`src/rtl/kernel_stream_src_uv_pkg.sv`:
```
// Shared definitions for the u/v stream source feeding the coriolis kernel.
// Holds the run-controller state encoding, default widths and a helper that
// sizes the FIFO occupancy counters.
package kernel_stream_src_uv_pkg;

   // Default width of one stream word (u or v)
   localparam int STREAMW_DEF = 34;
   // Default entries per channel FIFO (power of 2, >= 2)
   localparam int DEPTH_DEF   = 8;
   // Default width of the element counter / nelem
   localparam int NELEM_W_DEF = 32;

   // Run controller states
   typedef enum logic [1:0] {
      ST_IDLE = 2'd0,
      ST_RUN  = 2'd1,
      ST_DONE = 2'd2
   } state_t;

   // Occupancy counter width: one extra bit so "full" (== depth) is representable
   function automatic int cnt_w(input int depth);
      return $clog2(depth) + 1;
   endfunction

endpackage

```
`src/rtl/kernel_stream_src_uv_if.sv`:
```
// Bundle of all handshake/bus signals of the u/v stream source.
//
// Handshake rule (applies to both loader channels and the kernel stream):
//   a word moves on a rising clk edge exactly when its valid and ready are
//   both high; valid never depends combinationally on ready, and once the
//   stream valid is high it stays high with stable data until it transfers.
//
// Signals:
//   start/nelem            run launch pulse and element count
//   wr_valid_x/wr_data_x   loader push for channel x (u, v)
//   wr_ready_x             channel x FIFO has room
//   u_s0/v_s0              stream words to kernel (0 while not valid)
//   ivalid_u_s0/v_s0       stream valids (always equal)
//   iready                 kernel ready shared by both channels
//   busy/done              run in progress / end-of-run pulse
// Modports: master = the stream source, slave = its environment.
interface kernel_stream_src_uv_if
   import kernel_stream_src_uv_pkg::*;
#(
   parameter int STREAMW = STREAMW_DEF,
   parameter int NELEM_W = NELEM_W_DEF
);
   logic               start;
   logic [NELEM_W-1:0] nelem;
   logic               wr_valid_u;
   logic [STREAMW-1:0] wr_data_u;
   logic               wr_ready_u;
   logic               wr_valid_v;
   logic [STREAMW-1:0] wr_data_v;
   logic               wr_ready_v;
   logic [STREAMW-1:0] u_s0;
   logic [STREAMW-1:0] v_s0;
   logic               ivalid_u_s0;
   logic               ivalid_v_s0;
   logic               iready;
   logic               busy;
   logic               done;

   modport master (
      input  start, nelem, wr_valid_u, wr_data_u, wr_valid_v, wr_data_v, iready,
      output wr_ready_u, wr_ready_v, u_s0, v_s0, ivalid_u_s0, ivalid_v_s0, busy, done
   );

   modport slave (
      output start, nelem, wr_valid_u, wr_data_u, wr_valid_v, wr_data_v, iready,
      input  wr_ready_u, wr_ready_v, u_s0, v_s0, ivalid_u_s0, ivalid_v_s0, busy, done
   );
endinterface

```
`src/rtl/kernel_stream_src_uv_fifo.sv`:
```
// Synchronous single-clock FIFO used once per stream channel.
// A word pushed at edge t is at the head after that edge. Push acceptance
// (ready_o) depends only on the registered count, so a full FIFO refuses a
// push even in a cycle where it is popped.
//
// Ports:
//   clk, rst   clock, synchronous active-low reset (clears pointers/count)
//   push_i     push request; accepted when ready_o
//   data_i     word to push
//   pop_i      pop request; ignored when empty
//   ready_o    count < DEPTH
//   count_o    current occupancy
//   head_o     word at the head (undefined content when empty)
module kernel_stream_src_uv_fifo
   import kernel_stream_src_uv_pkg::*;
#(
   parameter int W     = STREAMW_DEF,
   parameter int DEPTH = DEPTH_DEF
) (
   input  logic                    clk,
   input  logic                    rst,
   input  logic                    push_i,
   input  logic [W-1:0]            data_i,
   input  logic                    pop_i,
   output logic                    ready_o,
   output logic [cnt_w(DEPTH)-1:0] count_o,
   output logic [W-1:0]            head_o
);
   localparam int AW = $clog2(DEPTH);
   localparam int CW = cnt_w(DEPTH);
   localparam logic [CW-1:0] FULL_CNT = CW'(DEPTH);
   localparam logic [CW-1:0] CNT_ONE  = CW'(1);
   localparam logic [AW-1:0] PTR_ONE  = AW'(1);

   logic [W-1:0]  mem_q [DEPTH];
   logic [AW-1:0] wr_ptr_q, wr_ptr_d;
   logic [AW-1:0] rd_ptr_q, rd_ptr_d;
   logic [CW-1:0] count_q, count_d;
   logic          do_push, do_pop;

   assign ready_o = (count_q < FULL_CNT);
   assign do_push = push_i & ready_o;
   assign do_pop  = pop_i & (count_q != '0);
   assign count_o = count_q;
   assign head_o  = mem_q[rd_ptr_q];

   always_comb begin
      wr_ptr_d = wr_ptr_q;
      rd_ptr_d = rd_ptr_q;
      count_d  = count_q;
      // Pointers wrap naturally since DEPTH is a power of 2
      if (do_push) wr_ptr_d = wr_ptr_q + PTR_ONE;
      if (do_pop)  rd_ptr_d = rd_ptr_q + PTR_ONE;
      case ({do_push, do_pop})
         2'b10:   count_d = count_q + CNT_ONE;
         2'b01:   count_d = count_q - CNT_ONE;
         default: count_d = count_q;
      endcase
   end

   always_ff @(posedge clk) begin
      if (!rst) begin
         wr_ptr_q <= '0;
         rd_ptr_q <= '0;
         count_q  <= '0;
      end else begin
         wr_ptr_q <= wr_ptr_d;
         rd_ptr_q <= rd_ptr_d;
         count_q  <= count_d;
      end
   end

   // Storage needs no reset: the cleared count makes old contents unreachable
   always_ff @(posedge clk) begin
      if (rst && do_push) mem_q[wr_ptr_q] <= data_i;
   end

endmodule

```
`src/rtl/kernel_stream_src_uv.sv`:
```
// Transmit-side stream source for the two-input coriolis kernel.
// The loader fills independent u and v FIFOs at any time; a start pulse in
// IDLE launches a run that emits exactly nelem lock-stepped (u,v) pairs.
// Words beyond nelem stay buffered for the next run.
//
// Ports:
//   clk       single clock
//   rst       synchronous active-low reset; abandons any run and empties FIFOs
//   bus       master view of kernel_stream_src_uv_if (loader, kernel, control)
//   state_o   current run-controller state, for observation
module kernel_stream_src_uv
   import kernel_stream_src_uv_pkg::*;
#(
   parameter int STREAMW = STREAMW_DEF,
   parameter int DEPTH   = DEPTH_DEF,
   parameter int NELEM_W = NELEM_W_DEF
) (
   input  logic                          clk,
   input  logic                          rst,
   kernel_stream_src_uv_if.master        bus,
   output state_t                        state_o
);
   localparam int CW = cnt_w(DEPTH);
   localparam logic [NELEM_W-1:0] REM_ONE = NELEM_W'(1);

   state_t             state_q;
   logic [NELEM_W-1:0] remaining_q;
   logic               busy_q, done_q;

   logic [CW-1:0]      count_u, count_v;
   logic [STREAMW-1:0] head_u, head_v;
   logic               have_pair, ivalid, fire;

   // Both channels are presented together because the kernel ANDs the valids
   assign have_pair = (count_u != '0) && (count_v != '0);
   assign ivalid    = busy_q & have_pair;
   assign fire      = ivalid & bus.iready;

   kernel_stream_src_uv_fifo #(.W(STREAMW), .DEPTH(DEPTH)) u_fifo (
      .clk     (clk),
      .rst     (rst),
      .push_i  (bus.wr_valid_u),
      .data_i  (bus.wr_data_u),
      .pop_i   (fire),
      .ready_o (bus.wr_ready_u),
      .count_o (count_u),
      .head_o  (head_u)
   );

   kernel_stream_src_uv_fifo #(.W(STREAMW), .DEPTH(DEPTH)) v_fifo (
      .clk     (clk),
      .rst     (rst),
      .push_i  (bus.wr_valid_v),
      .data_i  (bus.wr_data_v),
      .pop_i   (fire),
      .ready_o (bus.wr_ready_v),
      .count_o (count_v),
      .head_o  (head_v)
   );

   assign bus.ivalid_u_s0 = ivalid;
   assign bus.ivalid_v_s0 = ivalid;
   assign bus.u_s0        = ivalid ? head_u : '0;
   assign bus.v_s0        = ivalid ? head_v : '0;
   assign bus.busy        = busy_q;
   assign bus.done        = done_q;
   assign state_o         = state_q;

   // busy_q/done_q are registered copies of (state==RUN)/(state==DONE)
   always_ff @(posedge clk) begin
      if (!rst) begin
         state_q     <= ST_IDLE;
         remaining_q <= '0;
         busy_q      <= 1'b0;
         done_q      <= 1'b0;
      end else begin
         done_q <= 1'b0;
         case (state_q)
            ST_IDLE: begin
               if (bus.start) begin
                  if (bus.nelem != '0) begin
                     remaining_q <= bus.nelem;
                     state_q     <= ST_RUN;
                     busy_q      <= 1'b1;
                  end else begin
                     // Empty run still reports completion
                     state_q <= ST_DONE;
                     done_q  <= 1'b1;
                  end
               end
            end
            ST_RUN: begin
               if (fire) begin
                  remaining_q <= remaining_q - REM_ONE;
                  if (remaining_q == REM_ONE) begin
                     state_q <= ST_DONE;
                     busy_q  <= 1'b0;
                     done_q  <= 1'b1;
                  end
               end
            end
            ST_DONE: begin
               state_q <= ST_IDLE;
            end
            default: begin
               state_q <= ST_IDLE;
               busy_q  <= 1'b0;
            end
         endcase
      end
   end

endmodule

```
`src/flat_wrapper.sv`:
```
// flat-port wrapper written by rule: the top's interface ports become plain ports
module kernel_stream_src_uv_flat import kernel_stream_src_uv_pkg::*;
#(
   parameter int STREAMW = STREAMW_DEF,
   parameter int DEPTH   = DEPTH_DEF,
   parameter int NELEM_W = NELEM_W_DEF
)
  (clk, rst, state_o, bus_start, bus_nelem, bus_wr_valid_u, bus_wr_data_u, bus_wr_valid_v, bus_wr_data_v, bus_iready, bus_wr_ready_u, bus_wr_ready_v, bus_u_s0, bus_v_s0, bus_ivalid_u_s0, bus_ivalid_v_s0, bus_busy, bus_done);
  kernel_stream_src_uv_if #(.STREAMW(STREAMW), .NELEM_W(NELEM_W)) bus_i ();
  input  logic clk;
  input  logic rst;
  output state_t state_o;
  input wire logic [$bits(bus_i.start)-1:0] bus_start;
  input wire logic [$bits(bus_i.nelem)-1:0] bus_nelem;
  input wire logic [$bits(bus_i.wr_valid_u)-1:0] bus_wr_valid_u;
  input wire logic [$bits(bus_i.wr_data_u)-1:0] bus_wr_data_u;
  input wire logic [$bits(bus_i.wr_valid_v)-1:0] bus_wr_valid_v;
  input wire logic [$bits(bus_i.wr_data_v)-1:0] bus_wr_data_v;
  input wire logic [$bits(bus_i.iready)-1:0] bus_iready;
  output wire logic [$bits(bus_i.wr_ready_u)-1:0] bus_wr_ready_u;
  output wire logic [$bits(bus_i.wr_ready_v)-1:0] bus_wr_ready_v;
  output wire logic [$bits(bus_i.u_s0)-1:0] bus_u_s0;
  output wire logic [$bits(bus_i.v_s0)-1:0] bus_v_s0;
  output wire logic [$bits(bus_i.ivalid_u_s0)-1:0] bus_ivalid_u_s0;
  output wire logic [$bits(bus_i.ivalid_v_s0)-1:0] bus_ivalid_v_s0;
  output wire logic [$bits(bus_i.busy)-1:0] bus_busy;
  output wire logic [$bits(bus_i.done)-1:0] bus_done;
  assign bus_i.start = bus_start;
  assign bus_i.nelem = bus_nelem;
  assign bus_i.wr_valid_u = bus_wr_valid_u;
  assign bus_i.wr_data_u = bus_wr_data_u;
  assign bus_i.wr_valid_v = bus_wr_valid_v;
  assign bus_i.wr_data_v = bus_wr_data_v;
  assign bus_i.iready = bus_iready;
  assign bus_wr_ready_u = bus_i.wr_ready_u;
  assign bus_wr_ready_v = bus_i.wr_ready_v;
  assign bus_u_s0 = bus_i.u_s0;
  assign bus_v_s0 = bus_i.v_s0;
  assign bus_ivalid_u_s0 = bus_i.ivalid_u_s0;
  assign bus_ivalid_v_s0 = bus_i.ivalid_v_s0;
  assign bus_busy = bus_i.busy;
  assign bus_done = bus_i.done;
  kernel_stream_src_uv #(.STREAMW(STREAMW), .DEPTH(DEPTH), .NELEM_W(NELEM_W)) u_core (.clk(clk), .rst(rst), .bus(bus_i), .state_o(state_o));
endmodule
```
`config.mk`:
```
export PLATFORM = sky130hd
export DESIGN_NAME = kernel_stream_src_uv_flat
export DESIGN_NICKNAME = d
export VERILOG_FILES = /design/src/rtl/kernel_stream_src_uv_pkg.sv /design/src/rtl/kernel_stream_src_uv_if.sv /design/src/rtl/kernel_stream_src_uv_fifo.sv /design/src/rtl/kernel_stream_src_uv.sv /design/src/flat_wrapper.sv
export SDC_FILE = /design/constraint.sdc
export NUM_CORES = 1
export LEC_CHECK = 0
export BUFFER_PORTS_ARGS = -buffer_cell sky130_fd_sc_hd__buf_2
export CAP_MARGIN = 30
export CORE_ASPECT_RATIO = 0.5
export CORE_MARGIN = 3
export CORE_UTILIZATION = 35
export DETAILED_ROUTE_END_ITERATION = 8
export PLACE_DENSITY = 0.55
export SETUP_SLACK_MARGIN = 0.5
export SLEW_MARGIN = 25
export SYNTH_ARGS = -nofsm -noshare
export SYNTH_HDL_FRONTEND = slang
export SYNTH_SLANG_ARGS = --single-unit
export TNS_END_PERCENT = 20
```
`constraint.sdc`:
```
create_clock -name clk -period 5.55 [get_ports clk]
set_clock_uncertainty 0.15 [all_clocks]
set_input_delay 1.11 -clock clk [delete_from_list [all_inputs] [get_ports clk]]
set_output_delay 1.11 -clock clk [all_outputs]
set_load 0.01 [all_outputs]
```
==> impl_metrics.toml, run 1 <==
[logic_synthesis]
avgSynthCellArea_sq_um = 18.0
synth-seq-cells = 606
synth_top_area_frac = 0.673
ys_seq_area_frac = 0.724
synth_cell_types = 69
synth_area_leader_cell = "edfxtp_1"
ys_warn_count = 0
muxShareOfSynthArea = 0.158
synth_simple_gate_area_frac = 0.0573
syn_area_sq_mm = 0.0243
syn_inst = 1347
synth-edff-count = 544
synthArstFlopShare = 0
synthAdderAreaFrac = 0.00618
synth_fp_nets = 1465
synth_area_leaders = "edfxtp_1 (67%), mux4_2 (13%), dfxtp_1 (5.1%), mux2i_1 (3.1%), nor2_1 (1.9%)"
synth_xor_area_frac = 0.00577
synth_top_family_by_area = "multiplexers"
synth_compound_area_frac = 0.0357
ys.flop_type = "edfxtp_1"

[drt]
drtAntennaViolNets = 0
routed_wl_microns = 52800
route.detailed.drc = 0
dr.pass1.iters = 5
vias = 12680
drtIter0Drc = 1045
via_per_inst = 5.09
wl_per_cell_microns = 21.2

[placed_design]
post-dp-hpwl_microns = 32400
io_buffers = 181
dp.cells = 2388
place.gp.congestion = 0.793
placedInstanceArea_sq_mm = 0.0265

[timing]
post-route-period-util = 0.758
slew-limit-headroom = 0.370
max_freq_ghz = 0.238
rsz0062_at_grt = "no"
max_slew.worst_pin.slew_ns = 0.946
report.final.hold_viol_count = 0
drv_slew = 0
finalSetupViolations = 0
fin_crit_ns = 4.21
fin_tns_setup_ns = 0

[setup_path]
critPathMaxFanout = 36
critical_path_arrival_ns = 2.95
required_ns = 4.29
r2r_cells = 6
critical_path_class = "flop to output port"
start_kind = "flop"
cp-end-kind = "output port"

[power]
vdd_drop_max_uv = 238
p_leak_nw = 9.11
p_total_w = 0.00949
powerDensity_mw_per_mm2 = 335

[worst_hold_path]
hold_path.class = "flop to flop"
hold_depth = 2

[global_routing]
gr-total-overflow = 0
grt_max_degree = 70
grt_use_total = 0.145
grt_pass1_vias = 13221
antenna_found_initial = 3
grt_pass1_wl_microns = 81000

[clock_tree]
cts_root_buffer = "clkbuf_16"
clk_latency_ns = 0.60
cts_tree = "built"
htreeDepth = 2
cts-buffers-inserted = 55
clk_pin_slew_ns = 0.06
cts.sinks = 606
cts_hold_buf = 0
postCtsSetupBuffers = 0
ctsLongestPathBuffers = 3
cts_resized = 0

[floorplan]
num_rows = 67
ios = 182
die_h_microns = 192
start_util = 0.358
dieWidth_microns = 379
die_area_sq_mm = 0.0728
core_area_sq_mm = 0.0678

[run]
drv_cap = 0

[final_layout]
final_layout_size_suffix_gt1_frac = 0.302
syn_to_final_growth_pct = 16.5
fin_area_sq_mm = 0.0283
fin_nets = 1667
finalNonFillerCells = 2489

[outcome]
status = "finished, final reports clean"
-- sequential cells by signal, summed over array words and instances (netlist names), 3 cells and up, named ones only --
| signal | cells |
|---|---|
| u_core.remaining_q | 32 |
| u_core.u_fifo.count_o | 4 |
| u_core.u_fifo.mem_q | 272 |
| u_core.u_fifo.rd_ptr_q | 3 |
| u_core.u_fifo.wr_ptr_q | 3 |
| u_core.v_fifo.count_o | 4 |
| u_core.v_fifo.mem_q | 272 |
| u_core.v_fifo.rd_ptr_q | 3 |
| u_core.v_fifo.wr_ptr_q | 3 |
-- synthesized netlist by cell type, types with 7 or more instances --
cell type / number
o31ai_1: 9
nand2_1: 56
mux4_2: 136
mux2i_1: 75
xor2_1: 10
inv_1: 9
nor3_1: 13
buf_2: 12
o21ai_0: 35
ha_1: 12
a21oi_1: 37
nand3_1: 14
nand2b_1: 8
nand4_1: 7
or3_1: 14
edfxtp_1: 544
buf_1: 11
dfxtp_1: 62
clkbuf_1: 49
nor4_1: 18
nor2_1: 122
-- per-stage QoR --
step	util	hold WS, ns	worst slack [ns]
2_1_floorplan	-	0.304	0.686
3_3_place_gp	0.390	0.332	1.78
3_5_place_dp	0.391	0.342	1.78
4_1_cts	0.417	0.354	1.15
5_1_grt	0.417	0.381	1.15
6_report	0.417	0.354	1.34
-- routing by layer --
layer  share of wire  global-route usage  routed length [microns]
met5         0.00025                   0                       13
met1            0.44               0.195                    23000
met2            0.51               0.248                    26900
met4           0.019              0.0341                     1010
met3           0.035              0.0254                     1850
-- critical path, cell delays in order, from the launching register on --
cell and delay, ns:
dfxtp_4 0.82, buf_12 0.39, mux4_2 0.55, mux2i_1 0.33
nor2_1 0.08, buf_2 0.15
-- worst paths after layout --
path,startpoint,to,slack [ns]
setup / recovery,flop,bus_v_s0[25],1.34
hold / removal,u_core.remaining_q[6],u_core.remaining_q[6],0.35
setup reg to reg,u_core.state_o[0],u_core.remaining_q[9],2.47
hold reg to reg,u_core.remaining_q[6],u_core.remaining_q[6],0.35
-- report_power, final --
group | leakage (nW) | switching, W | internal, W | total (W)
sequential | 5.43 | 0.0000643 | 0.00506 | 0.00512
combinational | 2.82 | 0.000378 | 0.000234 | 0.000612
clock | 0.868 | 0.00164 | 0.00211 | 0.00375
-- cell type report --
cell class / instances / area, sq um
inverter: 10 / 37.5
clock buffer: 70 / 1520
multi-input combinational: 658 / 6500
timing repair buffer: 218 / 1250
tap: 897 / 1120
antenna: 2 / 5.00
fill: 5976 / 39500
sequential: 606 / 17600
clock inverter: 28 / 250
-- cells in the final DEF (no fill, tap or decap), types with 6 or more instances in the layout --
cell	Yosys	layout
a21oi_1	37	37
buf_2	12	181
buf_4	1	32
clkbuf_1	49	9
clkbuf_16	0	57
clkinv_1	0	8
clkinv_2	0	12
dfxtp_1	62	56
edfxtp_1	544	544
ha_1	12	12
inv_1	9	9
mux2i_1	75	75
mux4_2	136	136
nand2_1	56	56
nand2b_1	8	8
nand3_1	14	14
nand4_1	7	7
nor2_1	122	110
nor2_4	0	12
nor2b_1	6	6
nor3_1	13	9
nor3_2	2	6
nor4_1	18	18
o21ai_0	35	35
o31ai_1	9	8
or3_1	14	14
or4_1	6	6
xnor2_1	6	6
xor2_1	10	10
-- cells by family (layout without fill, tap and decap cells) --
| group | count (synthesis) | in the layout |
|---|---|---|
| buffers and inverters | 83 | 326 |
| multiplexers | 212 | 212 |
| AO/OA/AOI/OAI | 132 | 132 |
| flip-flops | 606 | 606 |
| adder cells (fa/ha/maj) | 12 | 12 |
| other | 0 | 2 |
| AND/OR/NAND/NOR | 286 | 286 |
| XOR/XNOR | 16 | 16 |
(Power assumes the default switching activity.)
==> inputs of run 2 (changes only) <==
- PLACE_DENSITY: 0.55 -> 0.57
- clock period: 5.55 -> 3.75 ns (I/O delays scaled with it)
==> impl_metrics.toml, run 2 (same netlist as run 1, synthesis figures left out) <==
[setup_path]
r2r_cells = 11
start_kind = "flop"
cp-end-kind = "output port"
required_ns = 2.85
critPathMaxFanout = 6
critical_path_arrival_ns = 2.32
critical_path_class = "flop to output port"

[floorplan]
ios = 182
dieWidth_microns = 379
start_util = 0.358
num_rows = 67
die_area_sq_mm = 0.0728
core_area_sq_mm = 0.0678
die_h_microns = 192

[drt]
route.detailed.drc = 0
via_per_inst = 5.13
routed_wl_microns = 55200
drtAntennaViolNets = 0
dr.pass1.iters = 5
vias = 12939
wl_per_cell_microns = 21.9
drtIter0Drc = 1093

[placed_design]
post-dp-hpwl_microns = 31300
io_buffers = 181
dp.cells = 2396
place.gp.congestion = 0.818

[clock_tree]
cts_tree = "built"
htreeDepth = 2
clk_latency_ns = 0.59
cts_root_buffer = "clkbuf_16"
clk_pin_slew_ns = 0.07
ctsLongestPathBuffers = 3
cts.sinks = 606
cts-buffers-inserted = 55

[power]
p_total_w = 0.0140
vdd_drop_max_uv = 424
p_leak_nw = 9.34
powerDensity_mw_per_mm2 = 484

[run]
drv_cap = 0

[final_layout]
layout_commonest_cell = "edfxtp_1"
syn_to_final_growth_pct = 19.1
finalNonFillerCells = 2522
top_regs = "u_core.u_fifo.mem_q x272, u_core.v_fifo.mem_q x272, u_core.remaining_q x32"
final_layout_size_suffix_gt1_frac = 0.317
fin_nets = 1696
final_cell_mix = "edfxtp_1 (544), buf_2 (181), mux4_2 (136)"

[outcome]
status = "finished, final reports clean"

[timing]
report.final.hold_viol_count = 0
max_freq_ghz = 0.310
rsz0062_at_grt = "yes"
finalSetupViolations = 0
slew-limit-headroom = 0.494
fin_crit_ns = 3.22
fin_tns_setup_ns = 0
drv_slew = 0
post-route-period-util = 0.860
max_slew.worst_pin.slew_ns = 0.751

[global_routing]
grt_use_total = 0.152
grt_pass1_vias = 13340
gr-total-overflow = 0
grt_pass1_wl_microns = 83400
antenna_found_initial = 5
grt_max_degree = 36

[worst_hold_path]
hold_depth = 1
hold_path.class = "primary input to flop"
==> run 2: worst max-delay path: stages (launching register included) <==
cell,delay (ns)
dfxtp_4,0.43
buf_12,0.16
buf_8,0.12
buf_12,0.13
mux4_2,0.48
mux2i_1,0.19
nor2_1,0.06
buf_2,0.15
==> run 2: worst paths after layout <==
path	startpoint	to	slack [ns]
setup / recovery	flop	bus_v_s0[5]	0.53
hold / removal	bus_wr_data_v[21]	u_core.v_fifo.mem_q[2][21]	0.27
hold reg to reg	u_core.remaining_q[6]	u_core.remaining_q[6]	0.34
setup reg to reg	u_core.u_fifo.count_o[1]	u_core.v_fifo.count_o[2]	1.06
==> run 2: final cells by class <==
| cell class | count | area, sq um |
|---|---|---|
| Clock inverter | 34 | 280 |
| Sequential cell | 606 | 17600 |
| Fill cell | 5964 | 38900 |
| Inverter | 10 | 37.5 |
| Multi-Input combinational cell | 659 | 6630 |
| Clock buffer | 66 | 1440 |
| Tap cell | 897 | 1120 |
| Timing Repair Buffer | 246 | 1810 |
| Antenna cell | 4 | 10.0 |
==> run 2: where the power goes <==
part	switching, W	leakage [nW]	total [W]	internal, W
registers	0.0000946	5.43	0.00758	0.00749
clock network	0.00242	0.836	0.00543	0.00301
logic	0.000586	3.07	0.000978	0.000392
==> run 2: timing repair <==
| item | 4_1_cts | 5_1_grt |
|---|---|---|
| cloned | 4 | 1 |
| endpoints found under the setup margin | 70 | 59 |
| pin swaps | 2 | 1 |
| hold buffers | 0 | 0 |
| buffers inserted | 14 | 3 |
| resized for setup | 23 | 6 |
==> run 2: layer usage <==
| metal | up-vias | wire, microns | GRT usage |
|---|---|---|---|
| met2 | 213 | 27500 | 0.256 |
| li1 | 5896 | - | - |
| met4 | 2 | 821 | 0.0346 |
| met3 | 65 | 2340 | 0.0271 |
| met5 | - | 13 | 0 |
| met1 | 6763 | 24500 | 0.206 |
==> run 2: stage by stage <==
stage	cell area, sq um	utilization	hold WS, ns	worst slack [ns]
after detailed placement	26700	0.394	0.339	0.727
after floorplan	24300	-	0.304	0.157
after global placement	26700	0.394	0.330	0.723
final	28900	0.426	0.274	0.526
after global routing	28900	0.426	0.253	0.400
after CTS	28800	0.425	0.245	0.417
==> inputs of run 3 (changes only) <==
- CAP_MARGIN: 30 -> 20
- GPL_TIMING_DRIVEN: default -> 0
==> impl_metrics.toml, run 3 (same netlist as run 1, synthesis figures left out) <==
[run]
drv_cap = 0

[timing]
rsz0062_at_grt = "yes"
report.final.hold_viol_count = 0
post-route-period-util = 0.848
drv_slew = 0
slew-limit-headroom = 0.350
fin_tns_setup_ns = 0
fin_crit_ns = 3.18
max_freq_ghz = 0.314
max_slew.worst_pin.slew_ns = 0.970
holdWs_ns = 0.262
finalSetupViolations = 0

[drt]
wl_per_cell_microns = 22.4
dr.pass1.iters = 5
route.detailed.drc = 0
via_per_inst = 5.14
vias = 13233
drtIter0Drc = 1204
routed_wl_microns = 57700
drtAntennaViolNets = 0

[clock_tree]
cts-buffers-inserted = 55
cts.sinks = 606
cts_root_buffer = "clkbuf_16"
clk_pin_slew_ns = 0.06
cts_tree = "built"
cts_hold_buf = 0
clk_latency_ns = 0.60
ctsLongestPathBuffers = 3
htreeDepth = 2

[setup_path]
critical_path_arrival_ns = 3.33
r2r_cells = 10
crit_buf_inv = 5
worstReg2RegStart = "u_core.v_fifo.count_o[3]"
critical_path_class = "primary input to flop"
critPathMaxFanout = 11
cp-end-kind = "flop"
critPathLaunch = "rst"
r2r_end = "u_core.u_fifo.count_o[2]"
worstPathCellList = "buf_2, clkbuf_1, buf_2, nand3_1, nor3_4, buf_6, buf_8"
r2r_slack_ns = 0.68
cp.depth = 7
required_ns = 3.90
slowest_stage = "nor3_4"
cpMostUsedCell = "buf_2"
max_stage_delay_ns = 0.66
cp_top_family = "buffers and inverters"
crit_path_end = "u_core.v_fifo.mem_q[2][11]"
start_kind = "primary input"

[placed_design]
post-dp-hpwl_microns = 38000
io_buffers = 181
placedInstanceArea_sq_mm = 0.0272
place.gp.congestion = 0.895
dp.cells = 2462

[final_layout]
syn_to_final_growth_pct = 21.5
fin_area_sq_mm = 0.0295
finalNonFillerCells = 2574
top_regs = "u_core.u_fifo.mem_q x272, u_core.v_fifo.mem_q x272, u_core.remaining_q x32"
nFillCells = 5857
fin_nets = 1749
final_layout_size_suffix_gt1_frac = 0.328
layout_commonest_cell = "edfxtp_1"
fin_util = 0.435
final_cell_mix = "edfxtp_1 (544), buf_2 (191), mux4_2 (136)"

[floorplan]
die_area_sq_mm = 0.0728
dieWidth_microns = 379
core_area_sq_mm = 0.0678
die_h_microns = 192
ios = 182
start_util = 0.358
num_rows = 67

[power]
p_leak_nw = 9.60
vdd_drop_max_uv = 470
powerDensity_mw_per_mm2 = 475

[global_routing]
grt_use_total = 0.158
grt_max_degree = 19
grt_pass1_vias = 13673
antenna_found_initial = 7
grt_pass1_wl_microns = 86400
gr-total-overflow = 0

[worst_hold_path]
hold_path.class = "primary input to flop"
min-delay-start = "bus_wr_data_u[14]"

[outcome]
status = "finished, final reports clean"
[run 3: layout make-up]
type,count,area [sq um],share of cell area
timing repair buffer,227,1820,0.0618
clock buffer,70,1430,0.0486
antenna,4,10.0,0.000339
sequential,606,17600,0.596
tap,897,1120,0.0381
clock inverter,29,263,0.00891
inverter,10,37.5,0.00127
multi-input combinational,658,6580,0.223
buffer,73,637,0.0216
[run 3: worst min-delay path by stage]
| stage | end | cells after the start | slack, ns |
|---|---|---|---|
| CTS | u_core.u_fifo.mem_q[5][27] | 1 | 0.23 |
| detailed placement | u_core.remaining_q[27] | 2 | 0.34 |
| finish | u_core.u_fifo.mem_q[0][14] | 1 | 0.26 |
| floorplan | u_core.remaining_q[6] | 2 | 0.30 |
| global route | u_core.u_fifo.mem_q[0][14] | 1 | 0.24 |
| global placement | u_core.remaining_q[27] | 2 | 0.34 |
[run 3: where the power goes]
group / total [W] / switching [W] / internal, W
combinational: 0.00102 / 0.000613 / 0.000409
sequential: 0.00758 / 0.0000926 / 0.00749
clock: 0.00541 / 0.00243 / 0.00298
[run 3: repair_timing]
item                                    4_1_cts  5_1_grt
endpoints found under the setup margin      103       67
resized for setup                           115       37
buffers inserted                              7        0
pin swaps                                     3        2
cloned                                        0        2
[run 3: per-stage QoR]
step / worst slack (ns) / power, W
6_report: 0.569 / 0.0140
5_1_grt: 0.446 / 0.0146
4_1_cts: 0.368 / 0.0141
3_5_place_dp: -0.616 / 0.00870
3_3_place_gp: -2.31 / 0.00865
2_1_floorplan: 0.157 / 0.00828
[run 3: routing by layer]
metal  vias up  wire [microns]  GRT usage
li1       6008               -          -
met1      6826           25300      0.215
met2       318           28700      0.266
met3        77            2520     0.0262
met4         4            1110     0.0410
met5         -              27          0
[run 3: worst reg2reg max path, delay by kind of cell (launching register included)]
kind | cells | cell delay, ns
compound gates | 2 | 0.19
xor+xnor | 2 | 0.33
fa+ha+maj | 2 | 0.60
buf+inv | 1 | 0.16
flops | 1 | 0.43
simple gates | 3 | 1.16
